File: src/rtl/sram_rw_port_ctrl.sv
// Request/response controller for the RW port (port 0) of a 1RW1R OpenRAM macro.
// Drives the macro pins straight from the accepted request and queues ordered responses in a credit-limited FIFO.
module sram_rw_port_ctrl #(
  parameter int unsigned AW    = 8,
  parameter int unsigned DW    = 32,
  parameter int unsigned DEPTH = 4
) (
  input  logic                         clk,
  input  logic                         rstn,
  input  logic                         req_valid,
  output logic                         req_ready,
  input  logic                         req_we,
  input  logic [AW-1:0]                req_addr,
  input  logic [DW-1:0]                req_wdata,
  input  logic [DW/8-1:0]              req_wmask,
  output logic                         rsp_valid,
  input  logic                         rsp_ready,
  output logic                         rsp_we,
  output logic [DW-1:0]                rsp_rdata,
  output logic [$clog2(DEPTH+1)-1:0]   occupancy,
  output logic                         sram_csb0,
  output logic                         sram_web0,
  output logic [DW/8-1:0]              sram_wmask0,
  output logic [AW-1:0]                sram_addr0,
  output logic [DW-1:0]                sram_din0,
  input  logic [DW-1:0]                sram_dout0
);

  localparam int unsigned CW = $clog2(DEPTH + 1);
  localparam int unsigned PW = $clog2(DEPTH);

  logic [CW-1:0] fifo_count;
  logic [PW-1:0] wr_ptr;
  logic [PW-1:0] rd_ptr;
  logic          inflight;
  logic          inflight_we;
  logic [DW:0]   store [DEPTH];
  logic [DW:0]   head;
  logic [DW-1:0] push_data;
  logic          fire;
  logic          push;
  logic          pop;

  // Credit covers both queued entries and the one still in the macro stage.
  assign occupancy = fifo_count + CW'(inflight);
  assign req_ready = rstn & (occupancy < CW'(DEPTH));
  assign fire      = req_valid & req_ready;

  assign sram_csb0   = ~fire;
  assign sram_web0   = ~(fire & req_we);
  assign sram_addr0  = req_addr;
  assign sram_din0   = req_wdata;
  assign sram_wmask0 = (fire & req_we) ? req_wmask : '0;

  assign push      = inflight;
  assign pop       = rsp_valid & rsp_ready;
  assign push_data = inflight_we ? '0 : sram_dout0;

  assign head      = store[rd_ptr];
  assign rsp_valid = (fifo_count != '0);
  assign rsp_we    = rsp_valid & head[DW];
  assign rsp_rdata = rsp_valid ? head[DW-1:0] : '0;

  always_ff @(posedge clk or negedge rstn) begin
    if (!rstn) begin
      inflight    <= 1'b0;
      inflight_we <= 1'b0;
      fifo_count  <= '0;
      wr_ptr      <= '0;
      rd_ptr      <= '0;
    end else begin
      inflight    <= fire;
      inflight_we <= fire & req_we;
      if (push) wr_ptr <= wr_ptr + PW'(1);
      if (pop)  rd_ptr <= rd_ptr + PW'(1);
      case ({push, pop})
        2'b10:   fifo_count <= fifo_count + CW'(1);
        2'b01:   fifo_count <= fifo_count - CW'(1);
        default: fifo_count <= fifo_count;
      endcase
    end
  end

  // Storage needs no reset: rsp_valid masks every entry not written since reset.
  always_ff @(posedge clk) begin
    if (push) store[wr_ptr] <= {inflight_we, push_data};
  end

endmodule

File: config.mk
export PLATFORM = sky130hd
export DESIGN_NAME = sram_rw_port_ctrl
export DESIGN_NICKNAME = d
export VERILOG_FILES = /design/src/rtl/sram_rw_port_ctrl.sv
export SDC_FILE = /design/constraint.sdc
export NUM_CORES = 1
export LEC_CHECK = 0
export BUFFER_PORTS_ARGS = -buffer_cell sky130_fd_sc_hd__buf_2
export CORE_MARGIN = 10
export CORE_UTILIZATION = 52
export DETAILED_ROUTE_END_ITERATION = 16
export GPL_ROUTABILITY_DRIVEN = 0
export MAX_ROUTING_LAYER = met4
export PLACE_DENSITY = 0.87
export SLEW_MARGIN = 10
export SYNTH_ARGS = -nofsm -noshare
export SYNTH_HDL_FRONTEND = slang
export SYNTH_SLANG_ARGS = --single-unit
File: constraint.sdc
create_clock -name clk -period 2.6 [get_ports clk]
set_input_delay 0.13 -clock clk [delete_from_list [all_inputs] [get_ports clk]]
set_output_delay 0.13 -clock clk [all_outputs]
set_load 0.005 [all_outputs]
==> summary.txt <==
Flow run
  • # Max-Cap Violations: 0

CTS
  • Num CTS Buffers: 17
  • Longest Clk Path Bufs: 2
  • Worst skew pair latency: 0.41 ns
  • CTS Root Cell: clkbuf_16
  • Post-CTS Resized: 0
  • Post-CTS Setup Repair Bufs: 0
  • CTS tree: yes
  • # clock sinks: 141
  • H-tree Lvls: 4
  • Worst-path clk slew: 0.06 ns

Route
  • DRC Markers: 0
  • DR iter-0 viols: 140
  • Drt pass-1 iters: 6
  • Via count: 3,034
  • Drt via density: 5.51
  • Post-route ant nets: 0
  • Routed WL: 11,400 um
  • DR WL/cell: 20.6 um

STA
  • Count of final max-slew check failures: 0
  • Worst-Margin Slew: 0.829 ns
  • Final Hold Vio Count: 0
  • RSZ-0062 raised after global routing: false
  • Worst clock skew: 0.00550 ns
  • FMAX: 432 MHz
  • Max-slew headroom: 44.7%
  • Final setup fails: 0
  • Post-route minimum period: 2.32 ns
  • Setup ws final: 0.284 ns
  • Tcrit/Tclk final: 89.1%
  • Setup TNS Final: 0 ns

Pwr
  • PD cells: 1060 nW/um^2
  • P_leak: 2.58 nW
  • Pwr Total: 7.39 mW
  • Peak supply drop: 0.644 mV

Placed design
  • DP HPWL: 7490 um
  • Dpl cell area: 6380 um^2
  • DP Worst Slack: 0.661 ns
  • PortBufs: 84

Synth
  • Post-synth EDFFs: 132
  • Syn. warnings: 0
  • Most common cell in the netlist: edfxtp_1
  • Count of cell types in the netlist: 23
  • Cells after Synth: 337
  • Largest area contributor in the synthesized netlist: edfxtp_1
  • Post-synthesis adder-cell area fraction: 1.77%
  • Post-synthesis mux area share: 12.7%
  • Leading register cell type out of synthesis: edfxtp_1
  • Syn avg cell area: 18.1 um^2
  • Commonest cells post-synth: edfxtp_1, and2_1, buf_4
  • Largest family of logic cells by synthesized area: multiplexers
  • Ys async rst share: 6.38%
  • Synthesized area: 6090 um^2
  • Post-Synthesis Net Count: 426
  • Xor/xnor share of the synthesized area: 1.01%
  • Seq cells post-synth: 141
  • Synth Area in Simple Gates: 8.24%
  • Synth top area share: 65.1%
  • Most area-consuming cells after synthesis: edfxtp_1, mux4_2, buf_4
  • Sequential area share after synthesis: 68.8%
  • Post-synthesis compound-gate area fraction: 0.0822%

Finish
  • Share of cells above drive strength 1: 38.5%
  • Area delta synth->final: 15.0%
  • Area taken by multi-input logic gates: 1450 um^2
  • Final #Nets: 486
  • Reg area: 4190 um^2
  • Antenna diodes: 0
  • Number of fill cells: 808
  • Final Cell Area: 7000 um^2

Hold path
  • Worst hold path stage count: 3
  • Min-Delay Path Class: input pin to flip-flop

Floorplanning
  • # rows: 39
  • Die Span X: 128 um
  • Starting density of the core: 53.1%
  • Die area: 16,400 um^2
  • Die height: 128 um
  • Core ar.: 11,500 um^2
  • I/O Pins: 165

Critical path
  • Reg2reg path depth: 8
  • Worst-path cell chain: ha_1 -> ha_1 -> xnor2_1 -> and4_1 -> and2_1 -> buf_2
  • CP endpoint kind: output pin
  • Crit path max-delay cell type: dfrtp_1
  • Startpoint Class: flip-flop
  • Family with the most delay on the worst path: simple AND/OR/NAND/NOR gates
  • Stages on worst setup path: 6
  • Critical Path AT: 2.19 ns
  • Crit-path most repeated cell: ha_1
  • Critical Path Fanout Max: 9
  • CP Data Required Time: 2.47 ns
  • Critical Path Max Stage Delay: 0.47 ns
  • WP buf/inv: 1
  • Worst setup path class: flip-flop to output pin

GRT
  • First-pass GRT wire length: 17,900 um
  • Antenna violations before repair: 0
  • Largest net degree at the start of global routing: 36
  • Vias in the first global route: 3,429
  • Total GRT Usage: 14.6%
  • Grt ovf: 0

Status
  • Status: complete, no violations
registers in the layout (all words and copies together) (netlist names):
name / cells
inflight_we: 1
fifo_count: 3
wr_ptr: 2
rd_ptr: 2
inflight: 1
store: 132
cell usage in the layout (no fill, tap or decap), drive strengths merged:
master         n
clkinv         5
edfxtp       132
bufinv         4
mux2i          1
nand3          2
nor2           1
nor2b         32
xor2           4
and4           1
o21ai          1
buf           95
xnor2          3
mux4          33
clkbuf        17
nand2          1
clkinvlp       3
or3            1
and2          43
ha             7
dlygate4sd3    2
dfrtp          9
inv           10
fa             1
layout make-up:
type / count / area share, %
sequential: 141 / 59.8
clock inverter: 13 / 2.48
inverter: 9 / 0.482
timing repair buffer: 97 / 7.82
clock buffer: 17 / 6.07
tap: 143 / 2.55
multi-input combinational: 131 / 20.7
stage by stage:
stage | utilization, % | instances | hold slack, ns
final | 61.1 | 551 | 0.0184
after global placement | 55.7 | 519 | 0.00484
after detailed placement | 55.7 | 519 | 0.00992
after CTS | 61.1 | 551 | 0.00683
after global routing | 61.1 | 551 | 0.0347
after floorplan | - | 337 | -0.166
power by group:
part / switching, mW / internal [mW] / total (mW)
combinational: 0.911 / 1.12 / 2.03
sequential: 0.168 / 2.75 / 2.92
clock: 0.868 / 1.58 / 2.45
worst paths after layout:
path	start	to	slack (ns)
worst max-delay path	inflight$_DFF_PN0_	sram_wmask0[1]	0.28
worst max register to register	fifo_count[1]$_DFFE_PN0P_	fifo_count[2]$_DFFE_PN0P_	0.64
worst min register to register	fifo_count[2]$_DFFE_PN0P_	fifo_count[2]$_DFFE_PN0P_	0.53
max in group asynchronous	rstn	rd_ptr[1]$_DFFE_PN0P_	2.27
min in group asynchronous	rstn	inflight$_DFF_PN0_	0.11
worst min-delay path	rsp_ready	rd_ptr[1]$_DFFE_PN0P_	0.02
worst min-delay path: stages:
cell and delay (ns):
buf_2 0.11, nand3_1 0.09, xnor2_1 0.06
logic make-up after synthesis:
family	Yosys count
mux	34
simple gates	81
flops	141
xor+xnor	7
compound gates	1
buf+inv	65
fa+ha+maj	8
per-layer routing:
metal / track usage, % / wire length, um / part of all wire [%] / vias to the layer above
li1: - / - / - / 1336
met5: - / 0 / 0 / -
met1: 16.5 / 4630 / 41 / 1547
met4: 6.03 / 223 / 2.0 / 0
met2: 23.2 / 5720 / 50 / 120
met3: 5.46 / 782 / 6.9 / 31
repair_timing:
| action | in CTS | in global routing |
|---|---|---|
| endpoints found under the setup margin | 0 | 0 |
| hold buffers | 2 | 0 |
| endpoints found under the hold margin | 10 | 0 |
Note: power is estimated with default switching activity, not from simulation.
